## src/rtl/prog_loader_pkg.sv

```systemverilog
// prog_loader_pkg: shared types and constants for the boot-time program loader.
//   state_e     - loader FSM states
//   LEN_BYTES   - header length field size in bytes
//   WORD_BYTES  - bytes per instruction word
//   is_loading  - true in states where the loader accepts stream bytes
package prog_loader_pkg;

  localparam int unsigned BYTE_W     = 8;
  localparam int unsigned WORD_W     = 32;
  localparam int unsigned LEN_BYTES  = 2;
  localparam int unsigned WORD_BYTES = 4;
  localparam int unsigned LEN_W      = BYTE_W * LEN_BYTES;

  typedef enum logic [2:0] {
    ST_IDLE,
    ST_HDR_HI,
    ST_HDR_LO,
    ST_PAYLOAD,
    ST_CHECK,
    ST_DONE,
    ST_ERROR
  } state_e;

  function automatic logic is_loading(input state_e s);
    return s inside {ST_HDR_HI, ST_HDR_LO, ST_PAYLOAD, ST_CHECK};
  endfunction

endpackage

```

## src/rtl/prog_loader_if.sv

```systemverilog
// Bus interfaces for prog_loader.
//   prog_loader_if     - byte stream: in_data/in_valid from source, in_ready back.
//                        master = stream source, slave = loader.
//   prog_loader_mem_if - instruction-memory write port: mem_wr_en/addr/data.
//                        master = loader, slave = memory.
interface prog_loader_if;
  import prog_loader_pkg::*;

  logic [BYTE_W-1:0] in_data;
  logic              in_valid;
  logic              in_ready;

  modport master (output in_data, output in_valid, input in_ready);
  modport slave  (input in_data, input in_valid, output in_ready);
endinterface

interface prog_loader_mem_if #(
  parameter int unsigned ADDR_WIDTH = 10
);
  import prog_loader_pkg::*;

  logic                  mem_wr_en;
  logic [ADDR_WIDTH-1:0] mem_wr_addr;
  logic [WORD_W-1:0]     mem_wr_data;

  modport master (output mem_wr_en, output mem_wr_addr, output mem_wr_data);
  modport slave  (input mem_wr_en, input mem_wr_addr, input mem_wr_data);
endinterface

```

## src/rtl/prog_loader_word_assembler.sv

```systemverilog
// word_assembler: shifts stream bytes MSB-first into a 32-bit word, counts
// bytes within the word and keeps a running XOR checksum of every byte.
//   i_clk, i_rst_n - clock, async active-low reset
//   i_clear        - synchronous clear of counter, shift register, checksum
//   i_advance      - accept i_byte this cycle
//   i_byte         - stream byte
//   o_word         - word formed by the stored bytes plus i_byte (valid with o_word_ready)
//   o_word_ready   - i_byte is the last byte of the current word
//   o_csum         - XOR of all bytes advanced since the last clear
module word_assembler
  import prog_loader_pkg::*;
(
  input  logic              i_clk,
  input  logic              i_rst_n,
  input  logic              i_clear,
  input  logic              i_advance,
  input  logic [BYTE_W-1:0] i_byte,
  output logic [WORD_W-1:0] o_word,
  output logic              o_word_ready,
  output logic [BYTE_W-1:0] o_csum
);

  localparam logic [1:0] LAST_BYTE = 2'(WORD_BYTES - 1);

  // Only the three leading bytes need storage; the fourth arrives on i_byte.
  logic [WORD_W-BYTE_W-1:0] r_shift;
  logic [1:0]               r_cnt;
  logic [BYTE_W-1:0]        r_csum;

  assign o_word       = {r_shift, i_byte};
  assign o_word_ready = i_advance && (r_cnt == LAST_BYTE);
  assign o_csum       = r_csum;

  always_ff @(posedge i_clk or negedge i_rst_n) begin
    if (!i_rst_n) begin
      r_shift <= '0;
      r_cnt   <= '0;
      r_csum  <= '0;
    end else if (i_clear) begin
      r_shift <= '0;
      r_cnt   <= '0;
      r_csum  <= '0;
    end else if (i_advance) begin
      r_shift <= o_word[WORD_W-BYTE_W-1:0];
      r_cnt   <= r_cnt + 2'd1;
      r_csum  <= r_csum ^ i_byte;
    end
  end

endmodule

```

## src/rtl/prog_loader.sv

```systemverilog
// prog_loader: boot-time loader for the multicycle CPU. Receives a framed byte
// stream (2-byte big-endian word count N, 4N payload bytes MSB-first, XOR
// checksum byte), writes assembled words to instruction memory and releases
// the CPU from reset only once the whole image is written and verified.
//   clk, reset - system clock, async active-low reset
//   start      - one-cycle pulse; starts a load from IDLE, DONE or ERROR
//   strm       - byte stream (slave): in_data, in_valid, in_ready
//   mem        - instruction-memory write port (master): mem_wr_en/addr/data
//   cpu_reset  - active-high CPU reset, low only in DONE
//   done       - image loaded and checksum matched
//   error      - checksum mismatch or oversize header
module prog_loader
  import prog_loader_pkg::*;
#(
  parameter int unsigned ADDR_WIDTH = 10
) (
  input  logic              clk,
  input  logic              reset,
  input  logic              start,
  prog_loader_if.slave      strm,
  prog_loader_mem_if.master mem,
  output logic              cpu_reset,
  output logic              done,
  output logic              error
);

  localparam int unsigned CAPACITY = 32'd1 << ADDR_WIDTH;

  state_e                r_state, w_state_next;
  logic [LEN_W-1:0]      r_len, w_len_next;
  // One extra bit so a full-capacity image can count past the last address.
  logic [ADDR_WIDTH:0]   r_widx, w_widx_next;
  logic [ADDR_WIDTH-1:0] r_mem_wr_addr, w_mem_wr_addr_next;
  logic [WORD_W-1:0]     r_mem_wr_data, w_mem_wr_data_next;
  logic                  r_in_ready;
  logic                  r_mem_wr_en;
  logic                  r_done;
  logic                  r_error;
  logic                  r_cpu_reset;

  logic                  w_accept;
  logic                  w_restart;
  logic                  w_advance;
  logic                  w_word_ready;
  logic [WORD_W-1:0]     w_word;
  logic [BYTE_W-1:0]     w_csum;
  logic [LEN_W-1:0]      w_hdr_len;
  logic [ADDR_WIDTH:0]   w_widx_inc;

  assign w_accept   = strm.in_valid && r_in_ready;
  assign w_restart  = start && (r_state inside {ST_IDLE, ST_DONE, ST_ERROR});
  assign w_advance  = w_accept && (r_state == ST_PAYLOAD);
  assign w_hdr_len  = {r_len[LEN_W-1:BYTE_W], strm.in_data};
  assign w_widx_inc = r_widx + (ADDR_WIDTH+1)'(1);

  word_assembler u_asm (
    .i_clk        (clk),
    .i_rst_n      (reset),
    .i_clear      (w_restart),
    .i_advance    (w_advance),
    .i_byte       (strm.in_data),
    .o_word       (w_word),
    .o_word_ready (w_word_ready),
    .o_csum       (w_csum)
  );

  always_comb begin
    w_state_next       = r_state;
    w_len_next         = r_len;
    w_widx_next        = r_widx;
    w_mem_wr_addr_next = r_mem_wr_addr;
    w_mem_wr_data_next = r_mem_wr_data;
    case (r_state)
      ST_IDLE, ST_DONE, ST_ERROR: begin
        if (start) begin
          w_state_next = ST_HDR_HI;
          w_widx_next  = '0;
        end
      end
      ST_HDR_HI: begin
        if (w_accept) begin
          w_len_next   = {strm.in_data, r_len[BYTE_W-1:0]};
          w_state_next = ST_HDR_LO;
        end
      end
      ST_HDR_LO: begin
        if (w_accept) begin
          w_len_next = w_hdr_len;
          if (32'(w_hdr_len) > CAPACITY) begin
            w_state_next = ST_ERROR;
          end else if (w_hdr_len == '0) begin
            w_state_next = ST_CHECK;
          end else begin
            w_state_next = ST_PAYLOAD;
          end
        end
      end
      ST_PAYLOAD: begin
        if (w_word_ready) begin
          w_mem_wr_addr_next = r_widx[ADDR_WIDTH-1:0];
          w_mem_wr_data_next = w_word;
          w_widx_next        = w_widx_inc;
          if (32'(w_widx_inc) == 32'(r_len)) begin
            w_state_next = ST_CHECK;
          end
        end
      end
      ST_CHECK: begin
        if (w_accept) begin
          w_state_next = (strm.in_data == w_csum) ? ST_DONE : ST_ERROR;
        end
      end
      default: w_state_next = ST_IDLE;
    endcase
  end

  // Outputs are registered from the next state so each one appears in the
  // cycle after the edge that caused the transition.
  always_ff @(posedge clk or negedge reset) begin
    if (!reset) begin
      r_state       <= ST_IDLE;
      r_len         <= '0;
      r_widx        <= '0;
      r_mem_wr_addr <= '0;
      r_mem_wr_data <= '0;
      r_in_ready    <= 1'b0;
      r_mem_wr_en   <= 1'b0;
      r_done        <= 1'b0;
      r_error       <= 1'b0;
      r_cpu_reset   <= 1'b1;
    end else begin
      r_state       <= w_state_next;
      r_len         <= w_len_next;
      r_widx        <= w_widx_next;
      r_mem_wr_addr <= w_mem_wr_addr_next;
      r_mem_wr_data <= w_mem_wr_data_next;
      r_in_ready    <= is_loading(w_state_next);
      r_mem_wr_en   <= w_word_ready;
      r_done        <= (w_state_next == ST_DONE);
      r_error       <= (w_state_next == ST_ERROR);
      r_cpu_reset   <= (w_state_next != ST_DONE);
    end
  end

  assign strm.in_ready   = r_in_ready;
  assign mem.mem_wr_en   = r_mem_wr_en;
  assign mem.mem_wr_addr = r_mem_wr_addr;
  assign mem.mem_wr_data = r_mem_wr_data;
  assign cpu_reset       = r_cpu_reset;
  assign done            = r_done;
  assign error           = r_error;

endmodule

```

## src/flat_wrapper.sv

```systemverilog
// flat-port wrapper written by rule: the top's interface ports become plain ports
module prog_loader_flat import prog_loader_pkg::*;
#(
  parameter int unsigned ADDR_WIDTH = 10
)
  (clk, reset, start, cpu_reset, done, error, strm_in_data, strm_in_valid, strm_in_ready, mem_mem_wr_en, mem_mem_wr_addr, mem_mem_wr_data);
  prog_loader_if strm_i ();
  prog_loader_mem_if #(.ADDR_WIDTH(ADDR_WIDTH)) mem_i ();
  input  logic clk;
  input  logic reset;
  input  logic start;
  output logic cpu_reset;
  output logic done;
  output logic error;
  input wire logic [$bits(strm_i.in_data)-1:0] strm_in_data;
  input wire logic [$bits(strm_i.in_valid)-1:0] strm_in_valid;
  output wire logic [$bits(strm_i.in_ready)-1:0] strm_in_ready;
  output wire logic [$bits(mem_i.mem_wr_en)-1:0] mem_mem_wr_en;
  output wire logic [$bits(mem_i.mem_wr_addr)-1:0] mem_mem_wr_addr;
  output wire logic [$bits(mem_i.mem_wr_data)-1:0] mem_mem_wr_data;
  assign strm_i.in_data = strm_in_data;
  assign strm_i.in_valid = strm_in_valid;
  assign strm_in_ready = strm_i.in_ready;
  assign mem_mem_wr_en = mem_i.mem_wr_en;
  assign mem_mem_wr_addr = mem_i.mem_wr_addr;
  assign mem_mem_wr_data = mem_i.mem_wr_data;
  prog_loader #(.ADDR_WIDTH(ADDR_WIDTH)) u_core (.clk(clk), .reset(reset), .start(start), .strm(strm_i), .mem(mem_i), .cpu_reset(cpu_reset), .done(done), .error(error));
endmodule
```

## config.mk

```make
export PLATFORM = sky130hd
export DESIGN_NAME = prog_loader_flat
export DESIGN_NICKNAME = d
export VERILOG_FILES = /design/src/rtl/prog_loader_pkg.sv /design/src/rtl/prog_loader_if.sv /design/src/rtl/prog_loader_word_assembler.sv /design/src/rtl/prog_loader.sv /design/src/flat_wrapper.sv
export SDC_FILE = /design/constraint.sdc
export NUM_CORES = 1
export LEC_CHECK = 0
export CAP_MARGIN = 20
export CORE_MARGIN = 3
export CORE_UTILIZATION = 37
export DETAILED_ROUTE_END_ITERATION = 8
export GPL_ROUTABILITY_DRIVEN = 0
export HOLD_SLACK_MARGIN = 0.1
export REMOVE_ABC_BUFFERS = 1
export SETUP_SLACK_MARGIN = 0.02
export SYNTH_ARGS = -nofsm -noshare
export SYNTH_HDL_FRONTEND = slang
export SYNTH_SLANG_ARGS = --single-unit
export TNS_END_PERCENT = 50
```

## constraint.sdc

```tcl
create_clock -name clk -period 2.65 [get_ports clk]
set_input_delay 0.53 -clock clk [delete_from_list [all_inputs] [get_ports clk]]
set_output_delay 0.53 -clock clk [all_outputs]
set_load 0.05 [all_outputs]
```

# Word-level counts from Yosys, hierarchy flattened
# Cells that the tools add are included.
[word_totals] reg_bits=111 input_bits=12 output_inout_bits=47 elab_cells=75
[op_classes] addsub=2 order_cmp=1 n_eq_ne=18 mux=22 bitwise_logic=3 n_reduce_logical=15
[ops] cell="24-bit 2-to-1 mux" count=2
[ops] cell="16-bit case mux with 2 select lines" count=1
[ops] cell="3-bit 2-to-1 mux" count=8
[ops] cell="8-bit 2-to-1 mux" count=3
[ops] cell="11-bit 2-to-1 mux" count=2
[ops] cell="11-bit case mux with 2 select lines" count=1
[ops] cell="3-bit equality test, second input constant" count=6
[ops] cell="11-bit by 16-bit equality test with 1-bit output" count=1
[ops] cell="16-bit by 11-bit > comparator with 1-bit output, second input constant" count=1
[ops] cell="16-bit logical NOT" count=1
[ops] cell="16-bit 2-to-1 mux" count=1
[ops] cell="3-bit case mux with 5 select lines" count=1
[ops] cell="3-bit by 2-bit equality test with 1-bit output, second input constant" count=4
[ops] cell="11-bit by 1-bit adder with 11-bit output, second input constant" count=1
[ops] cell="3-bit AND reduction" count=3
[ops] cell="8-bit equality test" count=1
[ops] cell="8-bit bitwise XOR" count=1
[ops] cell="3-bit by 1-bit equality test with 1-bit output, second input constant" count=2
[ops] cell="2-bit 2-to-1 mux" count=3
[ops] cell="1-bit logical AND" count=4
[ops] cell="2-bit nonzero test" count=2
[ops] cell="4-bit nonzero test" count=1
[ops] cell="3-bit logical NOT" count=1
[ops] cell="3-bit inequality test, second input constant" count=1
[ops] cell="8 further kinds" count=9

# Longest topological paths before layout
[logic_depth] ltp_word=7 ltp_mapped=10 ltp_nobuf=9

# Cells and area by module
# Synthesis repeated with hierarchy kept, for this count alone.
[hier_totals] hier_cells=529 area_unflattened_um2=5168.7
[modules_own_cells] mod="prog_loader" instances=1 cells_per_inst=400 area_each_um2=3612.2
[modules_own_cells] mod="word_assembler" instances=1 cells_per_inst=129 area_each_um2=1556.5

# Worst setup path before layout
# OpenSTA, ideal clock, no wires.
[synth_timing] path_kind="register to register" startpoint="reg u_core.r_in_ready (netlist: u_core.strm.in_ready)" endpoint="reg u_core.r_done (netlist: u_core.done)" setup_time_ps=62 arrival_ps=2345 required_time_ps=2588 setup_slack_ps=243 path_stages_with_launch=10 n_path_buf=0 synth_period_minus_slack_ps=2407 cell_sequence="dfrtp_1 nand2_1 nor2_1 nand2_1 clkinv_1 nand4_1 a2111oi_4 a22oi_1 or3_4 inv_2"
[synth_via] elab_chain_len=6 word_cells_on_any_way=9
[synth_rtl] item="from (decl)" line="prog_loader.sv:35" rtl="logic r_in_ready;"
[synth_rtl] item="from (signal assigned)" line="prog_loader.sv:137" rtl="r_in_ready <= is_loading(w_state_next);"
[synth_rtl] item="1-bit logical AND (*)" line="prog_loader.sv:50" rtl="assign w_accept = strm.in_valid && r_in_ready;"
[synth_rtl] item="1-bit logical AND" line="prog_loader.sv:52" rtl="assign w_advance = w_accept && (r_state == ST_PAYLOAD);"
[synth_rtl] item="1-bit logical AND" line="prog_loader_word_assembler.sv:31" rtl="assign o_word_ready = i_advance && (r_cnt == LAST_BYTE);"
[synth_rtl] item="3-bit 2-to-1 mux" line="prog_loader.sv:99" rtl="if (w_word_ready) begin"
[synth_rtl] item="3-bit case mux with 5 select lines (*)" line="prog_loader.sv:73" rtl="case (r_state)"
[synth_rtl] item="3-bit equality test (*)" line="prog_loader.sv:139" rtl="r_done <= (w_state_next == ST_DONE);"
[synth_rtl] item="to (signal assigned)" line="prog_loader.sv:139"
[synth_rtl] item="to (decl)" line="prog_loader.sv:37" rtl="logic r_done;"
# Mark *: on every way between the ends. The rest lies on a longest branch, timed or not.
# A chain may end at the register's enable or synchronous reset.

# Worst setup path in the final report
[layout_timing] startpoint="reg u_core.r_widx[1]" endpoint="reg u_core.r_done (netlist: u_core.done)"
[layout_via] elab_chain_len=6
[layout_rtl] item="from (decl)" line="prog_loader.sv:32" rtl="logic [ADDR_WIDTH:0] r_widx, w_widx_next;"
[layout_rtl] item="from (signal assigned)" line="prog_loader.sv:134" rtl="r_widx <= w_widx_next;"
[layout_rtl] item="11-bit by 1-bit adder with 11-bit output" line="prog_loader.sv:54" rtl="assign w_widx_inc = r_widx + (ADDR_WIDTH+1)'(1);"
[layout_rtl] item="11-bit by 16-bit equality test with 1-bit output" line="prog_loader.sv:103" rtl="if (32'(w_widx_inc) == 32'(r_len)) begin"
[layout_rtl] item="3-bit 2-to-1 mux" line="prog_loader.sv:103"
[layout_rtl] item="3-bit 2-to-1 mux" line="prog_loader.sv:99"
[layout_rtl] item="3-bit case mux with 5 select lines" line="prog_loader.sv:73"
[layout_rtl] item="3-bit equality test" line="prog_loader.sv:139"
# No other way between the ends.

==> flow_summary.toml <==
[timing]
tightest_slew_ns = 0.631
skew_ns = 0.00794
rsz0062_at_grt = "no"
post-route-min-period_ns = 2.48
post-route-period-util_pct = 93.5
fin_hold_ws_ns = 0.206
max_slew_margin_pct = 57.9
setup_violations = 0
fmaxAchievable_mhz = 404
drv_slew = 0
finalWorstSetupSlack_ns = 0.173
hold_violations = 0

[worst_setup_path]
crit_fanout = 5
rrSetupSlack_ns = 0.17
crit_chain = "ha_2 -> nand3_1 -> xor2_1 -> or4_2 -> nand3_1 -> a22oi_1 -> or3_4 -> inv_2"
rr_worst_depth = 8
arrival_ns = 2.77
slowest_delay_ns = 0.54
crit_path_start_kind = "flip-flop"
rr_endpoint = "u_core.done$_DFF_PN0_"
crit_type = "flip-flop to flip-flop"
cp_common_cell = "nand3_1"
worstPathRequired_ns = 2.95
cp-end-kind = "flip-flop"
crit_slowest_cell = "or4_2"
r2r_start = "u_core.r_widx[1]$_DFFE_PN0P_"

[placement]
portBuffers = 58
pre_cts_slack_ns = -0.114
place_inst = 769
dpl.hpwl_um = 7510

[cts]
post_cts_buffers = 0
htreeDepth = 3
cts_tree = "yes"
clk_pin_slew_ns = 0.07
holdBufCountCts = 0
cts-root-buf = "clkbuf_16"
cts_resized = 0
cts_sinks = 111
insertion_delay_ns = 0.35
cts_buffer_depth = 2
cts_buffers = 9

[synth]
syn_area_um2 = 5010
synth_enable_flop_cells = 0
synth_seq_cells = 111
synth_cells = 546
ys_seq_area_share_pct = 55.4
synth_flop_cell = "dfrtp_1"
synth.avg_cell_area_um2 = 9.18
synth.distinct_cells = 53
synthArstFlopShare_pct = 100
ys.warnings.count = 0

[detailed_routing]
highest_layer = "met4"
drt-total-wl_um = 11300
first_pass_iters = 4
first_iter_violations = 312
via_per_inst = 5.03
wl_met2_um = 5300
routed-via-count = 3946
wl_per_cell_um = 14.4
wl_met3_um = 406
ant_nets = 0
wl_met1_um = 5370
drc = 0

[floorplanning]
die_h_um = 122
die_area_um2 = 15000
start_util_pct = 38.8
num_io_pins = 59
rows = 41
die_w_um = 122
core_area_um2 = 12900

[final_layout]
final_common_cell = "nand2_1"
regArea_um2 = 2780
antennaDiodeCount = 0
finalNonFillerCells = 785
finalNetCount = 622
fillers = 1250
area_growth_pct = 22.4
layout-drive-gt1-share_pct = 10.6
layout_common_cells = "nand2_1, dfrtp_1, clkdlybuf4s50_1"
postLayoutCoreUtil_pct = 47.5
multi_input_area_um2 = 2090

[grt]
grt_max_degree = 112
grt_overflow = 0
first_global_vias = 3776
antenna_found_initial = 0
track_usage_pct = 16.0
grt_pass1_wl_um = 18900

[worst_hold_path]
hold_class = "input port to async pin"

[status]
status = "complete, no violations"

[pwr]
power_density_nw_per_um2 = 964
ir_worst_vdd_mv = 0.372
p_total_mw = 5.92
leakage_nw = 2.88

[job]
maxCapViolCount = 0
-- flip-flops by register name, summed over array words and instances, names as in the netlist --
register / flops
u_core.r_len: 16
u_core.u_asm.r_cnt: 2
u_core.r_state: 3
u_core.error: 1
u_core.done: 1
u_core.mem.mem_wr_addr: 10
u_core.strm.in_ready: 1
u_core.mem.mem_wr_data: 32
u_core.u_asm.r_shift: 24
u_core.r_widx: 11
u_core.mem.mem_wr_en: 1
u_core.cpu_reset: 1
u_core.u_asm.o_csum: 8
-- cell usage after synthesis (all sizes together), types with 2 or more instances --
cell	n	area [µm²]
a21oi	27	135
a31oi	4	25.0
and2	2	12.5
and3	2	13.8
buf	7	56.3
clkbuf	23	96.3
dfrtp	110	2750
ha	2	25.0
inv	2	7.50
mux2	8	90.1
mux2i	2	20.0
nand2	209	785
nand2b	2	12.5
nand3	18	103
nand4	5	31.3
nor2	31	116
nor2b	2	12.5
nor3	4	20.0
nor4	3	18.8
o211ai	3	22.5
o21a	3	22.5
o21ai	16	80.1
o31ai	4	30.0
or2	2	12.5
or3	2	17.5
or4	2	16.3
xnor2	12	105
xor2	22	193
-- power by group --
part,internal [mW],switching [mW]
Sequential,2.08,0.267
Combinational,0.761,1.51
Clock,0.671,0.630
-- how the worst max path moves through the flow --
stage	start	endpoint	depth (start not counted)
finish	u_core.r_widx[1]$_DFFE_PN0P_	u_core.done$_DFF_PN0_	8
global route	u_core.r_len[12]$_DFFE_PN0P_	u_core.done$_DFF_PN0_	7
CTS	u_core.r_widx[1]$_DFFE_PN0P_	u_core.done$_DFF_PN0_	8
detailed placement	strm_in_data[1]	u_core.strm.in_ready$_DFF_PN0_	9
global placement	strm_in_data[1]	u_core.done$_DFF_PN0_	9
floorplan	u_core.strm.in_ready$_DFF_PN0_	u_core.done$_DFF_PN0_	9
-- cell families after synthesis --
family                   after synthesis  synth area share (%)
XOR/XNOR                              34                  5.94
multiplexers                          10                  2.20
AND/OR/NAND/NOR                      290                  24.5
buffers and inverters                 33                  3.27
flip-flops                           111                  55.4
AO/OA/AOI/OAI                         66                  8.16
adder cells (fa/ha/maj)                2                 0.499
-- critical path, delay by kind of cell (launching register included) --
family | cells | cell delay (ns)
compound gates | 1 | 0.12
xor+xnor | 1 | 0.22
fa+ha+maj | 1 | 0.29
buf+inv | 1 | 0.05
flops | 1 | 0.46
simple gates | 4 | 1.27
-- cell type report --
class	instances	area share, %
timing repair buffer	81	12.4
inverter	3	0.183
multi-input combinational	402	34.0
clock inverter	5	0.632
tap	172	3.51
sequential	111	45.3
clock buffer	11	3.96
-- routing by layer --
layer / track usage, % / up-vias
li1: - / 1907
met1: 22.5 / 1953
met2: 24.4 / 72
met3: 3.00 / 14
met4: 6.72 / 0
met5: 0 / -
-- stage by stage --
stage	setup TNS, ns	cell area, µm²
2_1_floorplan	-105.51	4860
3_3_place_gp	-0.239	5850
3_5_place_dp	-0.332	5850
4_1_cts	0	6130
5_1_grt	0	6140
6_report	0	6140
Note: power is estimated with default switching activity, not from simulation.
